[src/rtl/flash_read_sequencer_if.sv]
// Signal bundle between the flash read sequencer, the SPI reader it drives and
// the downstream word consumer.
interface flash_read_sequencer_if;
   logic        start;
   logic [23:0] start_addr;
   logic [15:0] word_count;
   logic        busy;
   logic        done;
   logic        addr_buffer_free;
   logic        addr_en;
   logic [23:0] addr_data;
   logic        rd_data_available;
   logic        rd_ack;
   logic [31:0] rd_data;
   logic        out_valid;
   logic        out_ready;
   logic [31:0] out_data;

   // slave: the sequencer itself; master: the surrounding system
   modport slave (
      input  start, start_addr, word_count, addr_buffer_free,
             rd_data_available, rd_data, out_ready,
      output busy, done, addr_en, addr_data, rd_ack, out_valid, out_data
   );

   modport master (
      output start, start_addr, word_count, addr_buffer_free,
             rd_data_available, rd_data, out_ready,
      input  busy, done, addr_en, addr_data, rd_ack, out_valid, out_data
   );
endinterface

[src/rtl/flash_read_sequencer.sv]
// Burst reader: issues consecutive flash word addresses to an SPI reader and
// buffers the returned words in a small FIFO for a downstream consumer.
module flash_read_sequencer #(
   parameter int FIFO_DEPTH = 4,
   parameter int ADDR_STEP  = 4
) (
   input logic                   clk,
   input logic                   reset,
   flash_read_sequencer_if.slave bus
);
   // state       | meaning
   // S_IDLE      | waiting for start
   // S_ISSUE     | waiting for addr_buffer_free to strobe the next address
   // S_WAIT_DATA | waiting for a read word and FIFO room, then ack it
   // S_ACK_WAIT  | waiting for rd_data_available to drop after the ack
   // S_DONE      | burst finished; done pulses on the following cycle
   typedef enum logic [2:0] {
      S_IDLE, S_ISSUE, S_WAIT_DATA, S_ACK_WAIT, S_DONE
   } state_t;

   localparam int PTR_W = $clog2(FIFO_DEPTH);
   localparam int CNT_W = PTR_W + 1;

   state_t           state_q;
   logic [23:0]      cur_addr_q;
   logic [23:0]      addr_data_q;
   logic [15:0]      remaining_q;
   logic             busy_q;
   logic             done_q;
   logic             addr_en_q;

   logic [31:0]      mem_q [FIFO_DEPTH];
   logic [PTR_W-1:0] rd_ptr_q;
   logic [PTR_W-1:0] wr_ptr_q;
   logic [CNT_W-1:0] count_q;

   logic             pop;
   logic             push_ok;
   logic             push;

   assign pop     = (count_q != '0) && bus.out_ready;
   assign push_ok = (count_q < CNT_W'(FIFO_DEPTH)) || pop;
   // The ack is combinational so it can only ever coincide with valid read data.
   assign push    = (state_q == S_WAIT_DATA) && bus.rd_data_available && push_ok;

   always_ff @(posedge clk) begin
      if (reset) begin
         state_q     <= S_IDLE;
         cur_addr_q  <= '0;
         addr_data_q <= '0;
         remaining_q <= '0;
         busy_q      <= 1'b0;
         done_q      <= 1'b0;
         addr_en_q   <= 1'b0;
      end else begin
         addr_en_q <= 1'b0;
         done_q    <= 1'b0;
         case (state_q)
            S_IDLE: begin
               if (bus.start) begin
                  cur_addr_q  <= bus.start_addr;
                  remaining_q <= bus.word_count;
                  busy_q      <= 1'b1;
                  state_q     <= (bus.word_count != '0) ? S_ISSUE : S_DONE;
               end
            end
            S_ISSUE: begin
               if (bus.addr_buffer_free) begin
                  addr_en_q   <= 1'b1;
                  addr_data_q <= cur_addr_q;
                  state_q     <= S_WAIT_DATA;
               end
            end
            S_WAIT_DATA: begin
               if (push) begin
                  cur_addr_q  <= cur_addr_q + 24'(ADDR_STEP);
                  remaining_q <= remaining_q - 16'd1;
                  state_q     <= S_ACK_WAIT;
               end
            end
            S_ACK_WAIT: begin
               if (!bus.rd_data_available) begin
                  state_q <= (remaining_q == '0) ? S_DONE : S_ISSUE;
               end
            end
            S_DONE: begin
               done_q  <= 1'b1;
               busy_q  <= 1'b0;
               state_q <= S_IDLE;
            end
            default: state_q <= S_IDLE;
         endcase
      end
   end

   always_ff @(posedge clk) begin
      if (reset) begin
         rd_ptr_q <= '0;
         wr_ptr_q <= '0;
         count_q  <= '0;
      end else begin
         if (push) wr_ptr_q <= wr_ptr_q + PTR_W'(1);
         if (pop)  rd_ptr_q <= rd_ptr_q + PTR_W'(1);
         if (push && !pop)      count_q <= count_q + CNT_W'(1);
         else if (pop && !push) count_q <= count_q - CNT_W'(1);
      end
   end

   // Storage needs no reset; the pointers alone define what is valid.
   always_ff @(posedge clk) begin
      if (push) mem_q[wr_ptr_q] <= bus.rd_data;
   end

   assign bus.busy      = busy_q;
   assign bus.done      = done_q;
   assign bus.addr_en   = addr_en_q;
   assign bus.addr_data = addr_data_q;
   assign bus.rd_ack    = push;
   assign bus.out_valid = (count_q != '0);
   assign bus.out_data  = mem_q[rd_ptr_q];
endmodule
[src/flat_wrapper.sv]
// flat-port wrapper written by rule: the top's interface ports become plain ports
module flash_read_sequencer_flat 
#(
   parameter int FIFO_DEPTH = 4,
   parameter int ADDR_STEP  = 4
)
  (clk, reset, bus_start, bus_start_addr, bus_word_count, bus_addr_buffer_free, bus_rd_data_available, bus_rd_data, bus_out_ready, bus_busy, bus_done, bus_addr_en, bus_addr_data, bus_rd_ack, bus_out_valid, bus_out_data);
  flash_read_sequencer_if bus_i ();
  input logic clk;
  input logic reset;
  input wire logic [$bits(bus_i.start)-1:0] bus_start;
  input wire logic [$bits(bus_i.start_addr)-1:0] bus_start_addr;
  input wire logic [$bits(bus_i.word_count)-1:0] bus_word_count;
  input wire logic [$bits(bus_i.addr_buffer_free)-1:0] bus_addr_buffer_free;
  input wire logic [$bits(bus_i.rd_data_available)-1:0] bus_rd_data_available;
  input wire logic [$bits(bus_i.rd_data)-1:0] bus_rd_data;
  input wire logic [$bits(bus_i.out_ready)-1:0] bus_out_ready;
  output wire logic [$bits(bus_i.busy)-1:0] bus_busy;
  output wire logic [$bits(bus_i.done)-1:0] bus_done;
  output wire logic [$bits(bus_i.addr_en)-1:0] bus_addr_en;
  output wire logic [$bits(bus_i.addr_data)-1:0] bus_addr_data;
  output wire logic [$bits(bus_i.rd_ack)-1:0] bus_rd_ack;
  output wire logic [$bits(bus_i.out_valid)-1:0] bus_out_valid;
  output wire logic [$bits(bus_i.out_data)-1:0] bus_out_data;
  assign bus_i.start = bus_start;
  assign bus_i.start_addr = bus_start_addr;
  assign bus_i.word_count = bus_word_count;
  assign bus_i.addr_buffer_free = bus_addr_buffer_free;
  assign bus_i.rd_data_available = bus_rd_data_available;
  assign bus_i.rd_data = bus_rd_data;
  assign bus_i.out_ready = bus_out_ready;
  assign bus_busy = bus_i.busy;
  assign bus_done = bus_i.done;
  assign bus_addr_en = bus_i.addr_en;
  assign bus_addr_data = bus_i.addr_data;
  assign bus_rd_ack = bus_i.rd_ack;
  assign bus_out_valid = bus_i.out_valid;
  assign bus_out_data = bus_i.out_data;
  flash_read_sequencer #(.FIFO_DEPTH(FIFO_DEPTH), .ADDR_STEP(ADDR_STEP)) u_core (.clk(clk), .reset(reset), .bus(bus_i));
endmodule
[config.mk]
export PLATFORM = sky130hd
export DESIGN_NAME = flash_read_sequencer_flat
export DESIGN_NICKNAME = d
export VERILOG_FILES = /design/src/rtl/flash_read_sequencer_if.sv /design/src/rtl/flash_read_sequencer.sv /design/src/flat_wrapper.sv
export SDC_FILE = /design/constraint.sdc
export NUM_CORES = 1
export LEC_CHECK = 0
export BUFFER_PORTS_ARGS = -buffer_cell sky130_fd_sc_hd__buf_4
export CORE_MARGIN = 1.5
export CORE_UTILIZATION = 55
export CTS_BUF_LIST = sky130_fd_sc_hd__clkbuf_4
export DETAILED_ROUTE_END_ITERATION = 6
export GPL_ROUTABILITY_DRIVEN = 0
export MAX_ROUTING_LAYER = met4
export PLACE_DENSITY = 0.8
export SYNTH_ARGS = -nofsm -noshare
export SYNTH_HDL_FRONTEND = slang
export SYNTH_SLANG_ARGS = --single-unit
[constraint.sdc]
create_clock -name clk -period 3.4 [get_ports clk]
set_input_delay 0.34 -clock clk [delete_from_list [all_inputs] [get_ports clk]]
set_output_delay 0.34 -clock clk [all_outputs]
set_load 0.02 [all_outputs]
Word-level counts from Yosys, hierarchy flattened
Memory sizes are Yosys's and may differ from the RTL's. A register that Yosys moved wholly into a read port is not among the register bits.
Index checks and enable logic that the tools add are counted.
{"block": "classes", "n_reduce_logical": 20, "bitwise_logic": 1, "n_addsub": 6, "order_cmp": 1, "mux": 23, "n_eq_ne": 8}
{"op": "$mux W24", "count": 2}
{"op": "$pmux W24 S2", "count": 1}
{"op": "$mux W16", "count": 2}
{"op": "$pmux W16 S2", "count": 1}
{"op": "$add A24 B3 Y24 const B", "count": 1}
{"op": "$mux W3", "count": 8}
{"op": "$logic_not A16 Y1", "count": 1}
{"op": "$reduce_bool A16 Y1", "count": 1}
{"op": "$sub A16 B1 Y16 const B", "count": 1}
{"op": "$pmux W3 S4", "count": 1}
{"op": "$eq A3 B2 Y1 const B", "count": 2}
{"op": "$ne A2 B2 Y1 const B", "count": 3}
{"op": "$reduce_bool A2 Y1", "count": 3}
{"op": "$logic_and A1 B1 Y1", "count": 5}
{"op": "$mux W1", "count": 5}
{"op": "$add A2 B1 Y2 const B", "count": 2}
{"op": "$mux W2", "count": 2}
{"op": "$reduce_and A2 Y1", "count": 2}
{"op": "$reduce_and A4 Y1", "count": 1}
{"op": "$add A3 B1 Y3 const B", "count": 1}
{"op": "$eq A3 B1 Y1 const B", "count": 1}
{"op": "$eq A3 B3 Y1 const B", "count": 1}
{"op": "$logic_not A3 Y1", "count": 1}
{"op": "$lt A3 B3 Y1 const B", "count": 1}
{"op": "9 further kinds", "count": 10}
{"block": "totals", "memories": 1, "out_inout_bits": 61, "mem_bits_rw": 128, "register_bits": 77, "wordCells": 70, "in_bits": 78}
{"memory": "u_core.mem_q", "words": 4, "word_bits": 32, "rd": 1, "rd_clocked_by_memory_dff": 1, "write_ports": 1, "line": "flash_read_sequencer.sv:32", "source": "logic [31:0] mem_q [FIFO_DEPTH];"}

Depth between registers and ports, before layout
Gate-level depths: netlist (run 1).
{"block": "logic_depth", "word_depth": 8, "depth_mapped": 11, "depth_no_buf": 9}

Worst setup path after synthesis (run 1)
No wires, ideal clock.
{"block": "synth_timing", "path_kind": "reg-to-reg", "from": "reg u_core.state_q[0]", "to": "reg u_core.count_q[2]", "required_ns": 3.329, "path_stages_with_launch": 12, "setup_ns": 0.071, "n_path_buf": 3, "arrival_ns": 2.701, "synth_period_minus_slack_ns": 2.772, "setup_slack_ns": 0.628, "cell_sequence": "dfxtp_1 > buf_2 > or3b_1 > clkbuf_1 > buf_2 > nor2_2 > ha_1 > inv_1 > fa_1 > xor2_1 > or3_1 > a21oi_1"}
{"block": "synth_between", "elab_chain_cells": 6, "elab_cells_between_ends": 8, "classes_between": "1 x eq/ne; 1 x mux; 6 x reduce/logical"}
{"item": "from (decl)", "line": "flash_read_sequencer.sv:24", "source": "state_t state_q;"}
{"item": "from (signal assigned)", "line": "flash_read_sequencer.sv:64", "source": "state_q <= (bus.word_count != '0) ? S_ISSUE : S_DONE;"}
{"item": "from (signal assigned)", "line": "flash_read_sequencer.sv:83", "source": "state_q <= (remaining_q == '0) ? S_DONE : S_ISSUE;"}
{"item": "$eq A3 B2 Y1 (*)", "line": "flash_read_sequencer.sv:44", "source": "assign push = (state_q == S_WAIT_DATA) && bus.rd_data_available && push_ok;"}
{"item": "$logic_and A1 B1 Y1 (*) (2 in a row)", "line": "flash_read_sequencer.sv:44"}
{"item": "named net bus_rd_ack", "line": "flat_wrapper.sv:22", "source": "output wire logic [$bits(bus_i.rd_ack)-1:0] bus_rd_ack;"}
{"item": "$logic_not A1 Y1", "line": "flash_read_sequencer.sv:105", "source": "else if (pop && !push) count_q <= count_q - CNT_W'(1);"}
{"item": "$logic_and A1 B1 Y1", "line": "flash_read_sequencer.sv:105"}
{"item": "$reduce_bool A2 Y1 (no line)"}
{"item": "to (signal assigned)", "line": "flash_read_sequencer.sv:104", "source": "if (push && !pop) count_q <= count_q + CNT_W'(1);"}
{"item": "to (signal assigned)", "line": "flash_read_sequencer.sv:105"}
{"item": "to (decl)", "line": "flash_read_sequencer.sv:35", "source": "logic [CNT_W-1:0] count_q;"}
The timed path passes the listed nets; every way through them passes the cells marked *.
A chain may end at the register's enable or synchronous reset.

Worst setup path in the final report (run 1)
{"block": "layout_timing", "from": "reg u_core.state_q[1]", "to": "reg u_core.count_q[2]"}
{"block": "layout_between", "elab_chain_cells": 6, "elab_cells_between_ends": 8, "classes_between": "1 x eq/ne; 1 x mux; 6 x reduce/logical"}
{"item": "$eq A3 B2 Y1 (*)", "line": "flash_read_sequencer.sv:44"}
{"item": "$logic_and A1 B1 Y1 (*) (2 in a row)", "line": "flash_read_sequencer.sv:44"}
{"item": "$logic_not A1 Y1", "line": "flash_read_sequencer.sv:105"}
{"item": "$logic_and A1 B1 Y1", "line": "flash_read_sequencer.sv:105"}
{"item": "$reduce_bool A2 Y1 (no line)"}
Mark *: on every way between the ends. The rest lies on a longest branch, timed or not.

==> run summary, run 1 <==
PWR
---------------------------------------------------------------------------------
Share of power burned in combinational logic                                23.8%
Clock group share of total power                                            30.8%
Net Switching                                                             1.94 mW
Worst voltage drop across the vdd grid                                   0.264 mV
Tot Pwr                                                                   6.49 mW
Cell internal power dissipation                                           4.55 mW
Static leakage                                                            3.96 nW
Areal power density over the cells                                     593 nW/um2
Sequential cell fraction of total power                                     45.4%
Switching Fraction                                                          29.9%

GLOBAL ROUTE
---------------------------------------------------------------------------------
Vias in the first global route                                               6675
Sum of overflow across all layers after global routing                          0
First-pass GRT wire length                                                33.6 mm
Number of antenna violations at the first check in global routing               0
Maximum number of pins on one net before global-route repair                   70
GR Util All Layers                                                          27.0%

SYNTH
---------------------------------------------------------------------------------
Post-synth design cell area                                              8680 um2
Top flip-flop cell by instance count after synthesis                 sky130_fd_sc_hd__edfxtp_1
Largest area contributor in the netlist                              sky130_fd_sc_hd__edfxtp_1
Unique cell type count in the Yosys netlist                                    67
Leading cell types by total area after synthesis                     sky130_fd_sc_hd__edfxtp_1, sky130_fd_sc_hd__dfxtp_1, sky130_fd_sc_hd__mux4_2
Async S/R FF share, synth                                                      0%
Number of warning messages in the yosys log                                     0
Part of the Yosys area used for sequential elements                         62.5%
Flip-flop and latch count after synthesis                                     207
Syn avg cell area                                                        12.6 um2
Area fraction of the dominant cell type after synthesis                     44.3%
Number of flops mapped to enable cells by yosys                               128
Number of nets produced by synthesis                                          775
Gate count of the mapped netlist                                              688

WORST HOLD PATH
---------------------------------------------------------------------------------
Hold WC Path Type                                                       in -> reg
Worst hold path startpoint                                           bus_word_count[0]
Number of cells on the worst hold path                                          3
Hold worst-path end                                                  u_core.remaining_q[0]

TIMING
---------------------------------------------------------------------------------
Setup TNS                                                                    0 ns
Max frequency                                                           0.354 GHz
Final cycle utilization of the critical path                                83.1%
Max Slew Vio Count                                                              0
Hold slack final                                                        0.0173 ns
Final hold vios                                                                 0
Fin crit period                                                           2.82 ns
Worst clock skew on the final layout                                    0.0337 ns
Final worst slack                                                        0.575 ns
Unrepaired setup endpoints after global routing                                no
Final count of negative-setup-slack endpoints                                   0
Slew HR                                                                     22.1%
Slew at the pin with the worst max-slew slack                             1.15 ns

CRITICAL PATH
---------------------------------------------------------------------------------
Max Fanout on Critical Path                                                    15
Type of origin of the critical path                                     flip-flop
Worst path required time                                                  3.95 ns
Launch instance of the worst register-to-register path               u_core.state_q[1]
CP arrival                                                                3.38 ns
Setup slack on the worst flop-to-flop path                                0.58 ns
Worst Path Class, Setup                                                reg -> reg
Worst reg2reg endpoint                                               u_core.count_q[2]
Source of the critical timing path                                   u_core.state_q[1]
Kind of capture point of the worst setup path                           flip-flop
FF-to-FF path depth                                                             8

DRT
---------------------------------------------------------------------------------
Vias post-DR                                                                 6721
Iter 0 DRT Violations                                                         629
TritonRoute pass-1 iters                                                        5
Wire per inst                                                             18.7 um
Routed vias/inst                                                             5.92
Routed Wire Length                                                        21.3 mm
Number of nets with antenna violations after detailed routing                   0
Number of remaining DRC errors                                                  0

FLOORPLANNING
---------------------------------------------------------------------------------
Chip Width                                                                 129 um
Num ports                                                                     139
Die Span Y                                                                 129 um
Initial Util                                                                56.7%
Count of standard-cell rows                                                    45
Standard cell core area                                                 15300 um2
Area of the die                                                         16500 um2

CTS
---------------------------------------------------------------------------------
Clk pin slew, worst setup/hold paths                                      0.07 ns
TritonCTS sink count                                                          207
Inserted Clock Buffers                                                         50
Clock tree from TritonCTS                                                    done
Number of resized instances in the post-cts repair step                         0
Source-to-sink clock delay at the later pin of the worst-skew pair        0.65 ns
Number of H-tree levels                                                         2
Master cell of the clock root buffer                                 sky130_fd_sc_hd__clkbuf_4
Clk buf depth                                                                   3
Number of setup buffers added after CTS                                         0

PLACE
---------------------------------------------------------------------------------
Pre-CTS setup slack                                                      0.601 ns
Total of buffers placed on input and output ports                             138
DPL Wire Length                                                           13.0 mm

FINISH
---------------------------------------------------------------------------------
Fraction of layout cells with a size suffix above 1                         29.4%
Area overhead of the layout relative to synthesis                           26.1%
Antenna diode instance count                                                    0
Highest-count cells in the layout ignoring fill and taps             sky130_fd_sc_hd__buf_4, sky130_fd_sc_hd__edfxtp_1, sky130_fd_sc_hd__nand2_1
Fill cell count                                                              1088
Final #Nets                                                                   974
Most common cell after layout, fill and taps aside                   sky130_fd_sc_hd__buf_4

FLOW RUN
---------------------------------------------------------------------------------
Maximum capacitance violations                                                  0

STATUS
---------------------------------------------------------------------------------
Status                                                               finished clean

==> final cells by class <==
cell class | count | area [um2] | area share [%]
Sequential cell | 207 | 5430 | 49.6
Multi-Input combinational cell | 423 | 3020 | 27.6
Timing Repair Buffer | 192 | 1550 | 14.2
Clock buffer | 78 | 586 | 5.35
Tap cell | 211 | 264 | 2.41
Clock inverter | 12 | 48.8 | 0.446
Inverter | 13 | 48.8 | 0.446
==> worst max path at each step <==
stage | end | slack [ns] | cells past startpoint
6_report | u_core.count_q[2] | 0.58 | 8
5_1_grt | u_core.count_q[2] | 0.45 | 8
4_1_cts | bus_out_data[12] | 0.56 | 3
3_5_place_dp | u_core.count_q[2] | 0.60 | 8
3_3_place_gp | u_core.count_q[2] | 0.73 | 8
2_1_floorplan | u_core.count_q[2] | 0.63 | 11
==> state kept, by name (all words and copies together), names as in the netlist, 2 cells and up, named ones only <==
| register | cells |
|---|---|
| u_core.mem_q | 128 |
| u_core.bus.addr_data | 24 |
| u_core.cur_addr_q | 24 |
| u_core.remaining_q | 16 |
| u_core.count_q | 3 |
| u_core.state_q | 3 |
| u_core.rd_ptr_q | 2 |
| u_core.wr_ptr_q | 2 |
==> timing repair <==
item / CTS / global route
hold buffers: 44 / 0
setup endpoints to repair: 0 / 0
hold endpoints to repair: 140 / 0
==> kinds of logic after synthesis <==
group | share of synthesized area [%]
AND/OR/NAND/NOR | 13.1
flip-flops | 62.5
AO/OA/AOI/OAI | 11.2
buffers and inverters | 2.75
multiplexers | 8.54
adder cells (fa/ha/maj) | 1.38
XOR/XNOR | 0.505
==> power groups by stage <==
| stage | combinational, mW | clock (mW) | sequential, mW |
|---|---|---|---|
| after floorplan | 1.03 | 0 | 2.94 |
| after global placement | 1.44 | 0 | 2.99 |
| after detailed placement | 1.49 | 0 | 3.00 |
| after CTS | 1.54 | 2.03 | 2.95 |
| after global routing | 1.66 | 2.17 | 2.97 |
| final | 1.55 | 2.00 | 2.95 |
==> Yosys cell counts, drive strengths merged, types with 2 or more instances <==
library cell	instances
edfxtp	128
nand2	89
dfxtp	79
a21oi	58
nor2	44
mux4	32
clkbuf	28
o21ai	24
nand3	23
buf	17
inv	13
nor3	11
nor4	11
ha	8
a211oi	7
a22oi	7
o32ai	7
a32o	6
and2	6
nand3b	6
nand4	6
a31oi	5
o211ai	5
a2bb2oi	4
a32oi	4
and3	4
and4	4
o31ai	4
xor2	4
nand2b	3
nand4b	3
nor3b	3
nor4b	3
o41ai	3
or3	3
a311oi	2
mux2i	2
o22ai	2
o311ai	2
or3b	2
==> metrics by stage <==
step / utilization [%] / cells / area (um2)
finish: 71.5 / 1136 / 10900
global route: 71.5 / 1136 / 10900
CTS: 71.5 / 1136 / 10900
detailed placement: 64.4 / 1002 / 9870
global placement: 64.4 / 1002 / 9870
floorplan: - / 688 / 8680
==> metal layers <==
layer	up-vias	wire length (um)	track usage, %
met5	-	0	-
met4	0	473	8.92
met3	41	1560	5.36
met2	328	11300	48.0
met1	3290	7970	30.6
li1	3062	-	-
==> critical path, cell delays in order (launching register included) <==
cell and delay, ns:
sky130_fd_sc_hd__dfxtp_1 0.64, sky130_fd_sc_hd__or3b_2 0.51, sky130_fd_sc_hd__nor2_2 0.26, sky130_fd_sc_hd__ha_1 0.25, sky130_fd_sc_hd__inv_1 0.06, sky130_fd_sc_hd__fa_1 0.38, sky130_fd_sc_hd__xor2_1 0.18, sky130_fd_sc_hd__or3_1 0.30
sky130_fd_sc_hd__a21oi_1 0.13
No activity file was read; power rests on OpenSTA's default activity.
==> run 2: changes to the inputs <==
--- a/config.mk
+++ b/config.mk
@@ -5,6 +5,7 @@
 export SDC_FILE = /design/constraint.sdc
 export NUM_CORES = 1
 export LEC_CHECK = 0
+export ABC_AREA = 1
 export BUFFER_PORTS_ARGS = -buffer_cell sky130_fd_sc_hd__buf_4
 export CORE_MARGIN = 1.5
 export CORE_UTILIZATION = 55
==> constraint.sdc (replaced) <==
create_clock -name clk -period 2.7 [get_ports clk]
set_input_delay 0.27 -clock clk [delete_from_list [all_inputs] [get_ports clk]]
set_output_delay 0.27 -clock clk [all_outputs]
set_load 0.02 [all_outputs]
==> run 2 against run 1 <==
  * Global-route usage is 0.19 points lower
  * Synthesized cell count is 40% higher
  * Routed wire length is 5.3% higher
  * Final cell count is 26% higher
  * Critical endpoint is now bus_out_data[6]
  * Highest routed layer unchanged
==> run summary, run 2 <==
PWR
---------------------------------------------------------------------------------
Cell internal power dissipation                                           6.37 mW   was 4.55 mW
Areal power density over the cells                                     903 nW/um2   was 593 nW/um2
Clock group share of total power                                            23.2%   was 30.8%
Static leakage                                                            4.41 nW   was 3.96 nW
Net Switching                                                             3.95 mW   was 1.94 mW
Sequential cell fraction of total power                                     40.7%   was 45.4%
Switching Fraction                                                          38.2%   was 29.9%
Share of power burned in combinational logic                                36.2%   was 23.8%
Worst voltage drop across the vdd grid                                   0.479 mV   was 0.264 mV

TIMING
---------------------------------------------------------------------------------
Final cycle utilization of the critical path                                94.5%
Max frequency                                                           0.392 GHz
Worst clock skew on the final layout                                    0.0323 ns   was 0.0337 ns
Final count of negative-setup-slack endpoints                                   0   unchanged
Fin crit period                                                           2.55 ns
Setup TNS                                                                    0 ns   unchanged
Unrepaired setup endpoints after global routing                                no   unchanged
Max Slew Vio Count                                                              0   unchanged
Slew HR                                                                     58.4%   was 22.1%
Slew at the pin with the worst max-slew slack                            0.623 ns   was 1.15 ns
Final hold vios                                                                 0   unchanged

CRITICAL PATH
---------------------------------------------------------------------------------
Critical path cell sequence                                          clkinv_1 > buf_4 > o21ai_0 > o22ai_1 > buf_4   was or3b_2 > nor2_2 > ha_1 > inv_1 > fa_1 > xor2_1 > or3_1 > a21oi_1
Cell with the biggest individual delay on the critical path          sky130_fd_sc_hd__buf_4   was sky130_fd_sc_hd__dfxtp_1
Setup slack on the worst flop-to-flop path                                0.70 ns   was 0.58 ns
Largest incremental delay on the critical path                            0.39 ns   was 0.64 ns
Launch instance of the worst register-to-register path               u_core.cur_addr_q[2]   was u_core.state_q[1]
Buffers and inverters on the worst path                                         3   was 1
Type of origin of the critical path                                     flip-flop   unchanged
Max Fanout on Critical Path                                                    22   was 15
FF-to-FF path depth                                                             8   unchanged
Kind of capture point of the worst setup path                        primary output   was flip-flop
Worst Path Class, Setup                                                reg -> out   was reg -> reg
Dominant cell type by count on the critical path                     sky130_fd_sc_hd__buf_4
Cell family contributing the most delay on the critical path         buffers and inverters   was simple AND/OR/NAND/NOR gates
Worst path required time                                                  2.43 ns   was 3.95 ns
CP arrival                                                                2.28 ns   was 3.38 ns
Worst reg2reg endpoint                                               u_core.cur_addr_q[18]   was u_core.count_q[2]

CTS
---------------------------------------------------------------------------------
TritonCTS sink count                                                          207   unchanged
Master cell of the clock root buffer                                 sky130_fd_sc_hd__clkbuf_4   unchanged
Clock tree from TritonCTS                                                    done   unchanged
Clk pin slew, worst setup/hold paths                                      0.07 ns   about the same
Number of H-tree levels                                                         2   unchanged
Cts-stage hold buffer count                                                    64   was 44
Inserted Clock Buffers                                                         51   was 50
Number of setup buffers added after CTS                                         0   unchanged
Number of resized instances in the post-cts repair step                         0   unchanged
Clk buf depth                                                                   3   unchanged
Source-to-sink clock delay at the later pin of the worst-skew pair        0.66 ns   was 0.65 ns

SYNTH
---------------------------------------------------------------------------------
Number of warning messages in the yosys log                                     0   unchanged
Leading cell types by total area after synthesis                     sky130_fd_sc_hd__edfxtp_1, sky130_fd_sc_hd__dfxtp_1, sky130_fd_sc_hd__o21ai_0   was sky130_fd_sc_hd__edfxtp_1, sky130_fd_sc_hd__dfxtp_1, sky130_fd_sc_hd__mux4_2
Gate count of the mapped netlist                                              960   was 688
Part of the Yosys area used for sequential elements                         60.3%   was 62.5%
Syn avg cell area                                                        9.37 um2   was 12.6 um2
Flip-flop and latch count after synthesis                                     207   unchanged
Most frequent cell after synthesis                                   sky130_fd_sc_hd__nor2_1   was sky130_fd_sc_hd__edfxtp_1
Top flip-flop cell by instance count after synthesis                 sky130_fd_sc_hd__edfxtp_1   unchanged
Area fraction of the dominant cell type after synthesis                     42.7%   was 44.3%
Number of flops mapped to enable cells by yosys                               128   unchanged
Async S/R FF share, synth                                                      0%   unchanged
Most instantiated cells after synthesis                              sky130_fd_sc_hd__nor2_1, sky130_fd_sc_hd__nand2_1, sky130_fd_sc_hd__edfxtp_1   was sky130_fd_sc_hd__edfxtp_1, sky130_fd_sc_hd__nand2_1, sky130_fd_sc_hd__dfxtp_1
Number of nets produced by synthesis                                         1047   was 775
Largest area contributor in the netlist                              sky130_fd_sc_hd__edfxtp_1   unchanged
Unique cell type count in the Yosys netlist                                    36   was 67
Post-synth design cell area                                              9000 um2   was 8680 um2

DRT
---------------------------------------------------------------------------------
Iter 0 DRT Violations                                                         457   was 629
Routed vias/inst                                                             5.39   was 5.92
Number of remaining DRC errors                                                  0   unchanged
Routed Wire Length                                                        22.4 mm   was 21.3 mm
Wire per inst                                                             15.7 um   was 18.7 um
Vias post-DR                                                                 7710   was 6721
TritonRoute pass-1 iters                                                        5   unchanged
Number of nets with antenna violations after detailed routing                   0   unchanged

FINISH
---------------------------------------------------------------------------------
Register with the most flip-flops                                    u_core.mem_q   unchanged
Most common cell after layout, fill and taps aside                   sky130_fd_sc_hd__buf_4   unchanged
Flip-flop count of the largest register after layout                          128   unchanged
Fraction of layout cells with a size suffix above 1                         20.4%   was 29.4%
Post-Layout Inst Area                                                   11400 um2   was 10900 um2
Area overhead of the layout relative to synthesis                           27.0%   was 26.1%
Final #Nets                                                                  1269   was 974
Highest-count cells in the layout ignoring fill and taps             sky130_fd_sc_hd__buf_4, sky130_fd_sc_hd__nor2_1, sky130_fd_sc_hd__nand2_1   was sky130_fd_sc_hd__buf_4, sky130_fd_sc_hd__edfxtp_1, sky130_fd_sc_hd__nand2_1

FLOORPLANNING
---------------------------------------------------------------------------------
Initial Util                                                                56.4%   was 56.7%
Area of the die                                                         17100 um2   was 16500 um2
Num ports                                                                     139   unchanged
Die Span Y                                                                 131 um   was 129 um
Standard cell core area                                                 15900 um2   was 15300 um2
Chip Width                                                                 131 um   was 129 um
Count of standard-cell rows                                                    46   was 45

GLOBAL ROUTE
---------------------------------------------------------------------------------
First-pass GRT wire length                                                34.6 mm   was 33.6 mm
GR Util All Layers                                                          26.8%   was 27.0%
Sum of overflow across all layers after global routing                          0   unchanged
Number of antenna violations at the first check in global routing               1   was 0
Maximum number of pins on one net before global-route repair                   65   was 70
Vias in the first global route                                               7441   was 6675

PLACE
---------------------------------------------------------------------------------
Total of buffers placed on input and output ports                             138   unchanged
Instance area at placement                                              10200 um2   was 9870 um2
DPL Wire Length                                                           13.4 mm   was 13.0 mm

STATUS
---------------------------------------------------------------------------------
Status                                                               finished clean   unchanged

WORST HOLD PATH
---------------------------------------------------------------------------------
Worst hold path startpoint                                           bus_start_addr[18]   was bus_word_count[0]
Number of cells on the worst hold path                                          4   was 3
Hold WC Path Type                                                       in -> reg   unchanged
Hold worst-path end                                                  u_core.cur_addr_q[18]   was u_core.remaining_q[0]

FLOW RUN
---------------------------------------------------------------------------------
Maximum capacitance violations                                                  0   unchanged

run 2: power by group through the flow:
stage                     combinational, mW  clock [mW]  sequential [mW]
final                                  3.73        2.39             4.20
after global routing                   4.12        2.60             4.25
after CTS                              3.69        2.43             4.18
after detailed placement               3.60           0             4.24
after global placement                 3.54           0             4.23
after floorplan                        2.40           0             4.26
run 2: cell type report:
cell class,instances,area [um2]
well taps,216,270
multi-input cells,645,3120
diodes,1,2.50
clock buffers,69,518
inverters,61,229
flip-flops and latches,207,5430
fillers,1168,4520
clock inverters,16,73.8
repair buffers,216,1780
run 2: per-stage QoR:
step | std cells | hold WS [ns] | utilization, % | setup slack, ns | power [mW]
finish | 1431 | 0.0362 | 71.7 | 0.147 | 10.3
global route | 1431 | 0.0175 | 71.7 | 0.0412 | 11.0
CTS | 1430 | 0.000375 | 71.7 | 0.203 | 10.3
detailed placement | 1281 | 0.444 | 63.9 | 0.721 | 7.84
global placement | 1281 | 0.442 | 63.9 | 0.776 | 7.77
floorplan | 960 | 0.369 | - | 0.152 | 6.66
run 2: worst min-delay path, stage by stage:
cell and delay, ns:
sky130_fd_sc_hd__buf_4 0.08, sky130_fd_sc_hd__o21a_1 0.11, sky130_fd_sc_hd__nand2_1 0.05, sky130_fd_sc_hd__a21oi_1 0.13
run 2: cells by family after synthesis:
kind of cell | Yosys count | share of synthesized area, %
AO/OA/AOI/OAI | 264 | 15.8
XOR/XNOR | 5 | 0.487
adder cells (fa/ha/maj) | 9 | 1.34
buffers and inverters | 108 | 5.08
flip-flops | 207 | 60.3
AND/OR/NAND/NOR | 367 | 17.0
run 2: how the worst max path moves through the flow:
stage          cells after the start                 end              start
6_report                           5     bus_out_data[6]          flip-flop
5_1_grt                            5     bus_out_data[6]          flip-flop
4_1_cts                            5    bus_out_data[19]          flip-flop
3_3_place_gp                      11   u_core.count_q[2]  u_core.state_q[2]
2_1_floorplan                      5  u_core.mem_q[0][0]  u_core.state_q[2]
3_5_place_dp                      11   u_core.count_q[2]  u_core.state_q[2]
run 2: metal layers:
metal	vias up	global-route usage, %	part of all wire [%]
met5	-	-	0
met4	0	11.3	3.1
met3	60	5.09	6.0
met2	302	46.3	50
met1	3562	30.5	41
li1	3786	-	-
==> run 3: changes to the inputs <==
--- a/config.mk
+++ b/config.mk
@@ -7,13 +7,15 @@
 export LEC_CHECK = 0
 export ABC_AREA = 1
 export BUFFER_PORTS_ARGS = -buffer_cell sky130_fd_sc_hd__buf_4
+export CELL_PAD_IN_SITES_DETAIL_PLACEMENT = 1
+export CELL_PAD_IN_SITES_GLOBAL_PLACEMENT = 1
 export CORE_MARGIN = 1.5
-export CORE_UTILIZATION = 55
+export CORE_UTILIZATION = 45
 export CTS_BUF_LIST = sky130_fd_sc_hd__clkbuf_4
 export DETAILED_ROUTE_END_ITERATION = 6
 export GPL_ROUTABILITY_DRIVEN = 0
 export MAX_ROUTING_LAYER = met4
-export PLACE_DENSITY = 0.8
+export PLACE_DENSITY = 0.84
 export SYNTH_ARGS = -nofsm -noshare
 export SYNTH_HDL_FRONTEND = slang
 export SYNTH_SLANG_ARGS = --single-unit
==> run 3 against run 2 <==
  * Critical path type unchanged
  * Sequential power about the same
  * Clock power increased by 16%
  * Utilization decreased by 11 points
  * Maximum frequency increased by 3.8%
  * Non-clock buffer count increased by 16
  * Critical path depth unchanged
  * Power increased by 6.3%
  * Via count increased by 4.4%
  * Register-to-register slack got worse by 0.43 ns
==> run summary, run 3 (same netlist as run 2, synthesis figures left out) <==
STATUS
---------------------------------------------------------------------------------
Status                                                               finished clean   unchanged

TIMING
---------------------------------------------------------------------------------
Setup TNS                                                                    0 ns   unchanged
Final cycle utilization of the critical path                                91.1%   was 94.5%
Fin crit period                                                           2.46 ns   was 2.55 ns
Slew at the pin with the worst max-slew slack                            0.674 ns   was 0.623 ns
Max Slew Vio Count                                                              0   unchanged
Unrepaired setup endpoints after global routing                                no   unchanged
Slew HR                                                                     55.0%   was 58.4%
Worst clock skew on the final layout                                    0.0520 ns   was 0.0323 ns
Final hold vios                                                                 0   unchanged
Final count of negative-setup-slack endpoints                                   0   unchanged
Max frequency                                                           0.407 GHz   was 0.392 GHz

DRT
---------------------------------------------------------------------------------
Number of nets with antenna violations after detailed routing                   0   unchanged
Routed Wire Length                                                        28.7 mm   was 22.4 mm
Vias post-DR                                                                 8048   was 7710
Number of remaining DRC errors                                                  0   unchanged
Iter 0 DRT Violations                                                         368   was 457
Wire per inst                                                             19.1 um   was 15.7 um
TritonRoute pass-1 iters                                                        5   unchanged
Routed vias/inst                                                             5.34   was 5.39

FLOORPLANNING
---------------------------------------------------------------------------------
Die Span Y                                                                 144 um   was 131 um
Initial Util                                                                46.1%   was 56.4%
Num ports                                                                     139   unchanged
Count of standard-cell rows                                                    51   was 46
Standard cell core area                                                 19500 um2   was 15900 um2
Area of the die                                                         20800 um2   was 17100 um2
Chip Width                                                                 144 um   was 131 um

PWR
---------------------------------------------------------------------------------
Net Switching                                                             4.27 mW   was 3.95 mW
Share of power burned in combinational logic                                36.3%   was 36.2%
Sequential cell fraction of total power                                     38.5%   was 40.7%
Static leakage                                                            4.55 nW   was 4.41 nW
Switching Fraction                                                          38.9%   was 38.2%
Worst voltage drop across the vdd grid                                   0.381 mV   was 0.479 mV
Cell internal power dissipation                                           6.71 mW   was 6.37 mW
Clock group share of total power                                            25.2%   was 23.2%
Areal power density over the cells                                     933 nW/um2   was 903 nW/um2

FLOW RUN
---------------------------------------------------------------------------------
Maximum capacitance violations                                                  0   unchanged

CTS
---------------------------------------------------------------------------------
TritonCTS sink count                                                          207   unchanged
Inserted Clock Buffers                                                         52   was 51
Master cell of the clock root buffer                                 sky130_fd_sc_hd__clkbuf_4   unchanged
Number of H-tree levels                                                         2   unchanged
Clk buf depth                                                                   3   unchanged
Clock tree from TritonCTS                                                    done   unchanged
Source-to-sink clock delay at the later pin of the worst-skew pair        0.68 ns   was 0.66 ns
Clk pin slew, worst setup/hold paths                                      0.07 ns   about the same

GLOBAL ROUTE
---------------------------------------------------------------------------------
GR Util All Layers                                                          28.3%   was 26.8%
First-pass GRT wire length                                                43.8 mm   was 34.6 mm
Maximum number of pins on one net before global-route repair                   65   unchanged
Number of antenna violations at the first check in global routing               1   unchanged
Sum of overflow across all layers after global routing                          0   unchanged
Vias in the first global route                                               8495   was 7441

CRITICAL PATH
---------------------------------------------------------------------------------
Launch instance of the worst register-to-register path               u_core.cur_addr_q[2]   unchanged
FF-to-FF path depth                                                             9   was 8
Worst path required time                                                  2.43 ns   about the same
Setup slack on the worst flop-to-flop path                                0.27 ns   was 0.70 ns
CP arrival                                                                2.19 ns   was 2.28 ns
Kind of capture point of the worst setup path                        primary output   unchanged
Worst Path Class, Setup                                                reg -> out   unchanged
Worst reg2reg endpoint                                               u_core.cur_addr_q[18]   unchanged
Max Fanout on Critical Path                                                    28   was 22
Type of origin of the critical path                                     flip-flop   unchanged

FINISH
---------------------------------------------------------------------------------
Fraction of layout cells with a size suffix above 1                         21.0%   was 20.4%
Final #Nets                                                                  1286   was 1269
Area overhead of the layout relative to synthesis                           30.7%   was 27.0%
Utilization after layout                                                    60.2%   was 71.7%
Register with the most flip-flops                                    u_core.mem_q   unchanged
Most common cell after layout, fill and taps aside                   sky130_fd_sc_hd__buf_4   unchanged
Post-Layout Inst Area                                                   11800 um2   was 11400 um2
Highest-count cells in the layout ignoring fill and taps             sky130_fd_sc_hd__buf_4, sky130_fd_sc_hd__nor2_1, sky130_fd_sc_hd__nand2_1   unchanged
Flip-flop count of the largest register after layout                          128   unchanged

WORST HOLD PATH
---------------------------------------------------------------------------------
Worst hold path startpoint                                           bus_start_addr[14]   was bus_start_addr[18]
Hold WC Path Type                                                       in -> reg   unchanged
Hold worst-path end                                                  u_core.cur_addr_q[14]   was u_core.cur_addr_q[18]
Number of cells on the worst hold path                                          4   unchanged

PLACE
---------------------------------------------------------------------------------
Instance area at placement                                              10300 um2   was 10200 um2
Total of buffers placed on input and output ports                             138   unchanged
DPL Wire Length                                                           17.1 mm   was 13.4 mm

-- run 3: critical path: stages (launching register included) --
cell and delay, ns:
sky130_fd_sc_hd__dfxtp_2 0.36, sky130_fd_sc_hd__clkinv_2 0.32, sky130_fd_sc_hd__buf_4 0.33, sky130_fd_sc_hd__o21ai_0 0.24, sky130_fd_sc_hd__o22ai_1 0.12, sky130_fd_sc_hd__buf_4 0.17
-- run 3: worst max-delay path by stage --
| stage | startpoint | to | cells past startpoint |
|---|---|---|---|
| after floorplan | u_core.state_q[2] | u_core.mem_q[0][0] | 5 |
| after global placement | u_core.cur_addr_q[2] | u_core.cur_addr_q[18] | 8 |
| after detailed placement | flip-flop | bus_out_data[27] | 5 |
| after CTS | flip-flop | bus_out_data[6] | 4 |
| after global routing | flip-flop | bus_out_data[16] | 5 |
| final | flip-flop | bus_out_data[16] | 5 |
-- run 3: power by group through the flow --
stage / registers (mW) / clock network [mW] / logic (mW)
finish: 4.22 / 2.77 / 3.98
detailed placement: 4.27 / 0 / 3.76
global placement: 4.24 / 0 / 3.60
CTS: 4.21 / 2.81 / 3.94
floorplan: 4.26 / 0 / 2.40
global route: 4.27 / 2.97 / 4.38
-- run 3: what timing repair did --
| action | 4_1_cts | 5_1_grt |
|---|---|---|
| hold buffers | 78 | 0 |
| pin swaps | 0 | 0 |
| gates resized for setup | 1 | 4 |
| endpoints found under the setup margin | 21 | 3 |
| hold endpoints to repair | 166 | 0 |
| buffers inserted | 0 | 2 |
-- run 3: layout make-up --
class	count	area [um2]
Clock buffer	74	556
Multi-Input combinational cell	645	3130
Tap cell	265	332
Sequential cell	207	5430
Antenna cell	1	2.50
Fill cell	2274	7770
Inverter	61	234
Clock inverter	21	135
Timing Repair Buffer	232	1940
-- run 3: routing by layer --
metal | up-vias | GRT usage, % | wire, um
met1 | 3942 | 31.4 | 11600
met3 | 66 | 4.93 | 1190
li1 | 3827 | - | -
met2 | 213 | 51.2 | 15100
met5 | - | - | 0
met4 | 0 | 9.89 | 769
-- run 3: through the flow --
stage / total power, mW / hold WS (ns) / worst slack (ns) / cells
6_report: 11.0 / 0.0521 / 0.241 / 1506
3_3_place_gp: 7.85 / 0.438 / 0.683 / 1330
4_1_cts: 11.0 / 0.00554 / 0.0912 / 1503
3_5_place_dp: 8.02 / 0.451 / 0.539 / 1330
2_1_floorplan: 6.66 / 0.369 / 0.152 / 960
5_1_grt: 11.6 / 0.0180 / 0.0621 / 1506
